## config.mk

```make
export PLATFORM = sky130hd
export DESIGN_NAME = ddr_data_port
export DESIGN_NICKNAME = d
export VERILOG_FILES = /design/src/rtl/ap_mem_pkg.sv /design/src/rtl/ddr_rd_beat_pipe.sv /design/src/rtl/ddr_data_port.sv
export SDC_FILE = /design/constraint.sdc
export NUM_CORES = 1
export LEC_CHECK = 0
export BUFFER_PORTS_ARGS = -buffer_cell sky130_fd_sc_hd__buf_4
export CAP_MARGIN = 5
export CORE_AREA = 4 4 134 136
export DETAILED_ROUTE_END_ITERATION = 8
export DIE_AREA = 0 0 138 140
export PLACE_DENSITY = 0.75
export SETUP_SLACK_MARGIN = 0.2
export SKIP_CTS_REPAIR_TIMING = 1
export SYNTH_ARGS = -nofsm -noshare
export SYNTH_HDL_FRONTEND = slang
export SYNTH_SLANG_ARGS = --single-unit
export TNS_END_PERCENT = 30
```

## constraint.sdc

```tcl
create_clock -name clk -period 4.9 [get_ports clk]
set_clock_uncertainty 0.1 [all_clocks]
set_input_delay 1.47 -clock clk [delete_from_list [all_inputs] [get_ports clk]]
set_output_delay 1.47 -clock clk [all_outputs]
set_load 0.1 [all_outputs]
```

## src/rtl/ap_mem_pkg.sv

```systemverilog
// Shared memory-port definitions: FSM state codes seen by the data cache and burst lengths.
package ap_mem_pkg;

  localparam int DEFAULT_CACHE_DEPTH = 16;

  // MEM_WRITE_DATA_STORE is decoded by the data cache to gate its store counter.
  typedef enum logic [3:0] {
    IDLE                 = 4'd0,
    RD_DATA              = 4'd2,
    RD_JMP               = 4'd4,
    MEM_WRITE_DATA_STORE = 4'd9,
    WAIT_RELEASE         = 4'd10
  } mem_state_t;

  typedef enum logic [1:0] {
    SVC_NONE  = 2'd0,
    SVC_LOAD  = 2'd1,
    SVC_JMP   = 2'd2,
    SVC_STORE = 2'd3
  } svc_t;

  function automatic logic [9:0] data_burst_len(input int depth);
    return 10'(depth + 1);
  endfunction

  function automatic logic [9:0] store_burst_len(input int depth);
    return 10'(depth);
  endfunction

  localparam logic [9:0] JMP_BURST_LEN   = 10'd1;
  localparam logic [9:0] DATA_BURST_LEN  = data_burst_len(DEFAULT_CACHE_DEPTH);
  localparam logic [9:0] STORE_BURST_LEN = store_burst_len(DEFAULT_CACHE_DEPTH);

endpackage

```

## src/rtl/ddr_rd_beat_pipe.sv

```systemverilog
// Registered read-beat stage: forwards controller beats to the cache one cycle later with a
// 1-based, length-saturated beat count, and captures the jump address from beat 1.
module ddr_rd_beat_pipe
  import ap_mem_pkg::*;
#(
  parameter int DATA_WIDTH     = 16,
  parameter int DDR_ADDR_WIDTH = 28,
  parameter int DDR_DATA_WIDTH = 64
) (
  input  logic                      clk,
  input  logic                      rst,
  input  logic                      clr,
  input  logic                      active,
  input  logic                      jmp_mode,
  input  logic [9:0]                len,
  input  logic                      beat_valid,
  input  logic [DDR_DATA_WIDTH-1:0] beat_data,
  output logic                      data_valid,
  output logic [9:0]                cnt,
  output logic [DATA_WIDTH-1:0]     data,
  output logic [DDR_ADDR_WIDTH-1:0] jmp_addr
);

  logic accept_s;
  logic unused_bits_s;

  // Beats past the burst length are silently dropped
  always_comb begin
    accept_s      = active && beat_valid && (cnt < len);
    unused_bits_s = ^beat_data;
  end

  // Beat register, counter and jump-address capture
  always_ff @(posedge clk or negedge rst) begin
    if (!rst) begin
      data_valid <= 1'b0;
      cnt        <= 10'd0;
      data       <= '0;
      jmp_addr   <= '0;
    end else begin
      data_valid <= accept_s;
      if (clr) begin
        cnt <= 10'd0;
      end else if (accept_s) begin
        cnt  <= cnt + 10'd1;
        data <= beat_data[DATA_WIDTH-1:0];
        if (jmp_mode && (cnt == 10'd0)) begin
          jmp_addr <= beat_data[DDR_ADDR_WIDTH-1:0];
        end else begin
          jmp_addr <= jmp_addr;
        end
      end else begin
        cnt <= cnt;
      end
    end
  end

endmodule

```

## src/rtl/ddr_data_port.sv

```systemverilog
// Data-cache to DDR controller bridge: turns level-held load/jump/store requests into single
// bursts, returns read beats with a beat index and mirrors write-beat requests to the cache.
module ddr_data_port
  import ap_mem_pkg::*;
#(
  parameter int DATA_CACHE_DEPTH = DEFAULT_CACHE_DEPTH,
  parameter int DATA_WIDTH       = 16,
  parameter int DDR_ADDR_WIDTH   = 28,
  parameter int DDR_DATA_WIDTH   = 64
) (
  input  logic                      clk,
  input  logic                      rst,
  input  logic                      DATA_read_req,
  input  logic                      JMP_ADDR_read_req,
  input  logic                      DATA_store_req,
  input  logic [DDR_ADDR_WIDTH-1:0] DATA_read_addr,
  input  logic [DDR_ADDR_WIDTH-1:0] DATA_write_addr,
  input  logic [DATA_WIDTH-1:0]     DATA_to_ddr,
  output logic [DATA_WIDTH-1:0]     DATA_to_cache,
  output logic [DDR_ADDR_WIDTH-1:0] JMP_ADDR_to_cache,
  output logic                      rd_burst_data_valid,
  output logic [9:0]                rd_cnt_data,
  output logic                      wr_burst_data_req,
  output logic [3:0]                state_interface_module,
  output logic                      ddr_rd_req,
  output logic [9:0]                ddr_rd_len,
  output logic [DDR_ADDR_WIDTH-1:0] ddr_rd_addr,
  input  logic                      ddr_rd_data_valid,
  input  logic [DDR_DATA_WIDTH-1:0] ddr_rd_data,
  input  logic                      ddr_rd_finish,
  output logic                      ddr_wr_req,
  output logic [9:0]                ddr_wr_len,
  output logic [DDR_ADDR_WIDTH-1:0] ddr_wr_addr,
  input  logic                      ddr_wr_data_req,
  output logic [DDR_DATA_WIDTH-1:0] ddr_wr_data,
  input  logic                      ddr_wr_finish
);

  mem_state_t state_r;
  svc_t       svc_r;
  logic       burst_start_s;
  logic       rd_active_s;
  logic       jmp_mode_s;
  logic       svc_req_s;

  // Decode FSM state and track the request that opened the current burst
  always_comb begin
    burst_start_s = (state_r == IDLE) && (DATA_store_req || JMP_ADDR_read_req || DATA_read_req);
    rd_active_s   = (state_r == RD_DATA) || (state_r == RD_JMP);
    jmp_mode_s    = (state_r == RD_JMP);
    case (svc_r)
      SVC_LOAD:  svc_req_s = DATA_read_req;
      SVC_JMP:   svc_req_s = JMP_ADDR_read_req;
      SVC_STORE: svc_req_s = DATA_store_req;
      default:   svc_req_s = 1'b0;
    endcase
  end

  // Burst FSM with registered controller request, address and length
  always_ff @(posedge clk or negedge rst) begin
    if (!rst) begin
      state_r     <= IDLE;
      svc_r       <= SVC_NONE;
      ddr_rd_req  <= 1'b0;
      ddr_rd_len  <= 10'd0;
      ddr_rd_addr <= '0;
      ddr_wr_req  <= 1'b0;
      ddr_wr_len  <= 10'd0;
      ddr_wr_addr <= '0;
    end else begin
      case (state_r)
        IDLE: begin
          if (DATA_store_req) begin
            state_r     <= MEM_WRITE_DATA_STORE;
            svc_r       <= SVC_STORE;
            ddr_wr_req  <= 1'b1;
            ddr_wr_len  <= store_burst_len(DATA_CACHE_DEPTH);
            ddr_wr_addr <= DATA_write_addr;
          end else if (JMP_ADDR_read_req) begin
            state_r     <= RD_JMP;
            svc_r       <= SVC_JMP;
            ddr_rd_req  <= 1'b1;
            ddr_rd_len  <= JMP_BURST_LEN;
            ddr_rd_addr <= DATA_read_addr;
          end else if (DATA_read_req) begin
            state_r     <= RD_DATA;
            svc_r       <= SVC_LOAD;
            ddr_rd_req  <= 1'b1;
            ddr_rd_len  <= data_burst_len(DATA_CACHE_DEPTH);
            ddr_rd_addr <= DATA_read_addr;
          end else begin
            state_r <= IDLE;
          end
        end
        RD_DATA, RD_JMP: begin
          if (ddr_rd_finish) begin
            ddr_rd_req <= 1'b0;
            state_r    <= WAIT_RELEASE;
          end else begin
            state_r <= state_r;
          end
        end
        MEM_WRITE_DATA_STORE: begin
          if (ddr_wr_finish) begin
            ddr_wr_req <= 1'b0;
            state_r    <= WAIT_RELEASE;
          end else begin
            state_r <= state_r;
          end
        end
        // Hold off until the cache drops the serviced request so it is not re-issued
        WAIT_RELEASE: begin
          if (!svc_req_s) begin
            state_r <= IDLE;
            svc_r   <= SVC_NONE;
          end else begin
            state_r <= WAIT_RELEASE;
          end
        end
        default: begin
          state_r    <= IDLE;
          svc_r      <= SVC_NONE;
          ddr_rd_req <= 1'b0;
          ddr_wr_req <= 1'b0;
        end
      endcase
    end
  end

  // Write beats pass straight through; the cache answers a request one cycle later
  always_comb begin
    if (state_r == MEM_WRITE_DATA_STORE) begin
      wr_burst_data_req = ddr_wr_data_req;
      ddr_wr_data       = DDR_DATA_WIDTH'(DATA_to_ddr);
    end else begin
      wr_burst_data_req = 1'b0;
      ddr_wr_data       = '0;
    end
  end

  assign state_interface_module = state_r;

  ddr_rd_beat_pipe #(
    .DATA_WIDTH     (DATA_WIDTH),
    .DDR_ADDR_WIDTH (DDR_ADDR_WIDTH),
    .DDR_DATA_WIDTH (DDR_DATA_WIDTH)
  ) u_rd_beat_pipe (
    .clk        (clk),
    .rst        (rst),
    .clr        (burst_start_s),
    .active     (rd_active_s),
    .jmp_mode   (jmp_mode_s),
    .len        (ddr_rd_len),
    .beat_valid (ddr_rd_data_valid),
    .beat_data  (ddr_rd_data),
    .data_valid (rd_burst_data_valid),
    .cnt        (rd_cnt_data),
    .data       (DATA_to_cache),
    .jmp_addr   (JMP_ADDR_to_cache)
  );

endmodule

```

Word-level counts from Yosys, hierarchy flattened
Cells that the tools add are included.

Shift-type cells: 0. $lt $le $gt $ge: 1. Multiply operators: 0. Add/subtract/negate cells: 1. Equal/unequal tests: 14. Div/mod/pow operators: 0. Reductions and logical operators: 23. Bitwise logic cells: 5. Multiplexer cells: 29.

Operator list (number): 2-to-1 mux 28 bit (2); 2-to-1 mux 10 bit (4); 2-to-1 mux 16 bit (1); 2-to-1 mux 4 bit (4); one-hot mux 4 bit (4 select lines) (1); AND reduction 3 bit (4); adder 10 x 1 -> 10 bit, second input constant (1); logical NOT 10 bit (1); < comparator 10 bit (1); 2-to-1 mux 2 bit (5); inequality test 2 bit, second input constant (5); one-hot mux 1 bit (3 select lines) (3); equality test 4 bit, second input constant (2); 2-to-1 mux 1 bit (7); one-hot mux 2 bit (3 select lines) (1); AND reduction 2 bit (3); OR reduction 3 bit (2); NOT 1 bit (5); equality test 2 bit, second input constant (2); equality test 4 x 2 -> 1 bit, second input constant (1); equality test 4 x 3 -> 1 bit, second input constant (1); logical AND 1 bit (4); logical NOT 4 bit (1); inequality test 4 bit, second input constant (1); other kinds (7) (11).

Output and inout port bits: 202. Bits of input ports: 145. Memory bits (writable): 0. Memory bits (read-only): 0. Bits in registers: 130. Memories kept: 0. Word-level logic and storage cells: 85. Latch bits: 0.

Logic depth before layout (Yosys ltp)
Gate-level depths: netlist of the first run.

Word-level depth: 6. Mapped depth: 9. Depth with buffers taken out: 7.

Hierarchy
From an unflattened synthesis of the first run, not the netlist that was laid out.

Cell total of the unflattened synthesis: 466. Area total of the unflattened synthesis: 5915.7 sq um.

By module, submodules not included: ddr_data_port (times used 1, sequential area each 1676.6 sq um, area each 3364.5 sq um, cells an instance 280); ddr_rd_beat_pipe (times used 1, sequential area each 1376.3 sq um, area each 2551.2 sq um, cells an instance 186).

Least setup slack after synthesis of the first run
OpenSTA, ideal clock, no wires.

Path kind: register to output. Start: register state_r[0] (netlist: state_interface_module[0]). End: output ddr_wr_data[0]. Setup slack: 0.806 ns. Path buffers: 2. Data arrival time: 2.524 ns. Data required time: 3.330 ns. Cell stages (with the launch flop): 5. Path through: dfrtp_1 clkbuf_1 nor4bb_1 clkbuf_1 and2_1.

Cells in the longest elaborated chain, start to end: 2.

Ends and longest elaborated chain: from (decl) (line ddr_data_port.sv:39) `mem_state_t state_r;`; from (signal assigned) (line ddr_data_port.sv:100) `state_r <= state_r;`; from (signal assigned) (line ddr_data_port.sv:108) `state_r <= state_r;`; equality test 4 bit (line ddr_data_port.sv:132) `if (state_r == MEM_WRITE_DATA_STORE) begin`; 2-to-1 mux 16 bit (line ddr_data_port.sv:132); to (decl) (line ddr_data_port.sv:35) `output logic [DDR_DATA_WIDTH-1:0] ddr_wr_data,`.

No other way between the ends.

Worst setup path after layout of the first run
Start: register state_r[3] (netlist: state_interface_module[3]). End: output ddr_wr_data[4].

Same word-level chain as after synthesis.

==> results_dict.tcl, run 1 <==
set metrics [dict create \
    routed_wl_um 14300 \
    tritoncts "yes" \
    grt_pass1_vias 4038 \
    reg2reg_from "u_rd_beat_pipe.cnt[4]" \
    htree_levels 4 \
    drt_iter0_drc 119 \
    die_area_mm2 0.0193 \
    syn_inst 424 \
    cts_buffer_depth 2 \
    crit_type "reg2out" \
    ys_seq_area_frac 0.550 \
    pin_count 347 \
    firstDrtPassIters 4 \
    rows 48 \
    avgSynthCellArea_um2 13.1 \
    clk_pin_slew_worst_paths_ns 0.05 \
    ys_ff_latch 122 \
    gp_congestion 0.755 \
    synthTopCellsByArea "dfrtp_1 55%, mux2_2 16%, buf_4 9.2%, mux2_4 5.4%, and2_1 2.4%" \
    finalHoldViolCount 0 \
    routed_via_density 4.26 \
    cts_root_buf "clkbuf_16" \
    grt_pass1_wl_um 22000 \
    rsz0062_at_grt "no" \
    cp.required_ns 3.33 \
    synth_most_common_cell "dfrtp_1" \
    min_period_over_period 0.821 \
    slew_headroom 0.357 \
    clk_latency_ns 0.40 \
    drive_gt1_frac 0.563 \
    synth_edf_count 0 \
    antenna_left 0 \
    min_path_type "reg2reg" \
    cts-buffers-inserted 17 \
    synth_commonest_cells "122 x dfrtp_1, 80 x mux2_2, 68 x buf_4, 21 x and2_1, 20 x mux2_4" \
    ys.flop_type "dfrtp_1" \
    startpoint "state_interface_module[3]" \
    end_kind "output pin" \
    final_nets 824 \
    core_area_mm2 0.0169 \
    setup_viol 0 \
    min_period_ns 4.02 \
    cp.arrival_ns 2.45 \
    dp.final_hpwl_um 10900 \
    drc_errors 0 \
    post_drt_wl_per_cell_um 15.6 \
    syn_area_mm2 0.00555 \
    max_cap_violations 0 \
    clock.fmax_ghz 0.249 \
    vias 3881 \
    drv_slew 0 \
    cts.sinks 122 \
    diodes 0 \
    grt_start_max_net_pins 71 \
    worst_pin_slew_ns 0.963 \
    start_util 0.328 \
    yosysWarningCount 0 \
    overflow 0 \
    ys_types 40 \
    grt.total_usage 0.143 \
    portBuffers 245 \
    die_h_um 140 \
    min_from "ddr_wr_len[4]" \
    yosysTopAreaCell "dfrtp_1" \
    setup-tns-final_ns 0 \
    worstPathMaxFanout 20 \
    antenna_found_initial 0 \
    chipWidth_um 138 \
    startpoint_type "register" \
    outcome "complete, no violations" \
    syn_to_final_growth_pct 44.1 \
    synth.top_cell.area_share 0.550 \
    async_reset_ff_frac 1.00 \
]
sequential cells by signal (all words and copies together) (netlist names):
signal                     count
ddr_rd_addr                   28
ddr_rd_len                     2
ddr_rd_req                     1
ddr_wr_addr                   28
ddr_wr_len                     1
ddr_wr_req                     1
state_interface_module         4
svc_r                          2
u_rd_beat_pipe.cnt            10
u_rd_beat_pipe.data           16
u_rd_beat_pipe.data_valid      1
u_rd_beat_pipe.jmp_addr       28
per-layer routing:
layer | up-vias | part of all wire | GRT usage
met1 | 1909 | 0.39 | 0.163
li1 | 1829 | - | -
met4 | 0 | 0.016 | 0.0463
met5 | - | 0 | 0
met3 | 19 | 0.062 | 0.0464
met2 | 124 | 0.54 | 0.253
per-stage QoR:
stage                      util  hold WS (ns)  instances  setup WS, ns  area [um2]
after detailed placement  0.437         0.355        882          1.26        7400
after floorplan               -         0.394        488         0.806        5790
after global routing      0.472         0.413        912         0.719        7990
final                     0.472         0.378        912         0.876        7990
after global placement    0.437         0.353        882          1.29        7400
after CTS                 0.472         0.378        912         0.823        7990
worst paths after layout:
path	end	slack, ns	cells past startpoint
setup / recovery	ddr_wr_data[4]	0.88	3
hold reg to reg	ddr_wr_len[4]	0.38	1
min in group asynchronous	ddr_wr_addr[3]	1.07	1
setup reg to reg	u_rd_beat_pipe.jmp_addr[3]	2.14	6
max in group asynchronous	ddr_rd_addr[8]	2.55	2
hold / removal	ddr_wr_len[4]	0.38	1
cell type report:
cell class	instances	area (um2)
fillers	1560	8940
multi-input cells	275	2140
clock inverters	9	148
flip-flops and latches	122	3050
inverters	9	33.8
repair buffers	251	1880
well taps	225	282
clock buffers	21	450
cell families (layout without fill, tap and decap cells):
group | after synthesis | after routing | synth area share
flops | 122 | 122 | 0.550
mux | 100 | 100 | 0.217
buf+inv | 91 | 290 | 0.110
simple gates | 75 | 75 | 0.0787
compound gates | 31 | 31 | 0.0352
fa+ha+maj | 3 | 3 | 0.00677
other cells | 1 | 65 | 0.000676
xor+xnor | 1 | 1 | 0.00158
critical path, stage by stage, from the launching register on:
cell	delay, ns
dfrtp_1	0.51
nor4bb_4	0.92
and2_1	0.30
buf_4	0.31
layout by cell type (no fill, tap or decap), types with 3 or more instances in the layout:
master	instances
and2_1	21
nor2_1	19
clkbuf_1	3
dfrtp_1	122
nand2_1	8
mux2_2	80
nand2b_1	6
ha_1	3
or3b_2	3
conb_1	65
nor4_1	3
inv_1	9
buf_4	251
mux2_4	20
bufinv_16	4
a21oi_1	6
clkinv_2	4
clkbuf_16	17
o21ai_0	13
Power of run 1 is left out: the tool's default activity adds up to more than one toggle a clock period on the data nets, which glitch-free logic cannot reach.
==> run 2, diff against run 1 <==
clock period = 4.11 ns   (was 4.9 ns; I/O delays follow)
==> results_dict.tcl, run 2 (synthesis results as in run 1) <==
set metrics [dict create \
    min_period_over_period 0.892 \
    startpoint_type "register" \
    start_util 0.328 \
    overflow 0 \
    drv_slew 0 \
    chipWidth_um 138 \
    grt_pass1_wl_um 21800 \
    min_path_type "reg2reg" \
    clock.fmax_ghz 0.273 \
    htree_levels 4 \
    outcome "complete, no violations" \
    die_h_um 140 \
    finalHoldViolCount 0 \
    final_cell_mix "251 x buf_4, 122 x dfrtp_1, 80 x mux2_2" \
    grt_start_max_net_pins 48 \
    setup_viol 0 \
    top_regs "ddr_rd_addr x28, ddr_wr_addr x28, u_rd_beat_pipe.jmp_addr x28" \
    gp_congestion 0.785 \
    cts.sinks 122 \
    die_area_mm2 0.0193 \
    tritoncts "yes" \
    rsz0062_at_grt "no" \
    crit_type "reg2out" \
    grt.total_usage 0.142 \
    firstDrtPassIters 4 \
    core_area_mm2 0.0169 \
    clk_latency_ns 0.40 \
    cp.arrival_ns 2.33 \
    worst_pin_slew_ns 0.873 \
    pin_count 347 \
    diodes 0 \
    worstPathMaxFanout 18 \
    portBuffers 245 \
    final_nets 825 \
    antenna_found_initial 0 \
    drive_gt1_frac 0.568 \
    drt_iter0_drc 96 \
    slew_headroom 0.413 \
    cts_root_buf "clkbuf_16" \
    vias 3897 \
    stdcell_count 915 \
    end_kind "output pin" \
    cts-buffers-inserted 17 \
    drc_errors 0 \
    grt_pass1_vias 4033 \
    cp.required_ns 2.78 \
    dp.final_hpwl_um 10900 \
    setup-tns-final_ns 0 \
    max_cap_violations 0 \
    dp_cells 883 \
    min_period_ns 3.67 \
    final_common_cell "buf_4" \
    routed_via_density 4.26 \
    clk_pin_slew_worst_paths_ns 0.06 \
    rows 48 \
    antenna_left 0 \
    syn_to_final_growth_pct 45.2 \
    routed_wl_um 14400 \
    post_drt_wl_per_cell_um 15.7 \
    cts_buffer_depth 2 \
]
run 2: cell count changes in the layout (fill, tap and decap cells not counted), sizes merged:
cell | previous run | this run
buf | 251 | 252
clkinv | 4 | 5
clkinvlp | 1 | 2
run 2: cell type report:
cell class / instances / area (um2)
timing repair buffer: 252 / 1900
sequential: 122 / 3050
clock inverter: 11 / 168
inverter: 9 / 33.8
clock buffer: 21 / 470
fill: 1549 / 8880
tap: 225 / 282
multi-input combinational: 275 / 2140
run 2: layer usage:
layer	routed length, um	share of wire	global-route usage
met1	5550	0.39	0.165
met4	307	0.021	0.0551
met2	7690	0.53	0.249
met5	0	0	0
met3	860	0.060	0.0434
run 2: per-stage QoR:
stage | area, um2 | hold slack (ns) | worst slack [ns] | util
finish | 8050 | 0.381 | 0.443 | 0.476
global route | 8050 | 0.397 | 0.209 | 0.476
CTS | 8050 | 0.379 | 0.374 | 0.476
detailed placement | 7420 | 0.362 | 0.729 | 0.438
global placement | 7420 | 0.352 | 0.743 | 0.438
floorplan | 5790 | 0.394 | 0.253 | -
run 2: path summary, 6_finish.rpt:
| path | depth (start not counted) | from | slack (ns) | endpoint |
|---|---|---|---|---|
| min in group asynchronous | 1 | rst | 0.76 | ddr_wr_addr[5] |
| max in group asynchronous | 2 | rst | 2.25 | u_rd_beat_pipe.cnt[3] |
| worst max register to register | 6 | u_rd_beat_pipe.cnt[4] | 1.37 | u_rd_beat_pipe.jmp_addr[3] |
| worst min-delay path | 1 | ddr_wr_len[4] | 0.38 | ddr_wr_len[4] |
| worst max-delay path | 3 | state_interface_module[3] | 0.44 | ddr_wr_data[4] |
| worst min register to register | 1 | ddr_wr_len[4] | 0.38 | ddr_wr_len[4] |
run 2: worst max-delay path, stage by stage, from the launching register on:
cell,delay [ns]
dfrtp_1,0.50
nor4bb_4,0.85
and2_1,0.27
buf_4,0.30
Power of run 2 is left out for the same reason.
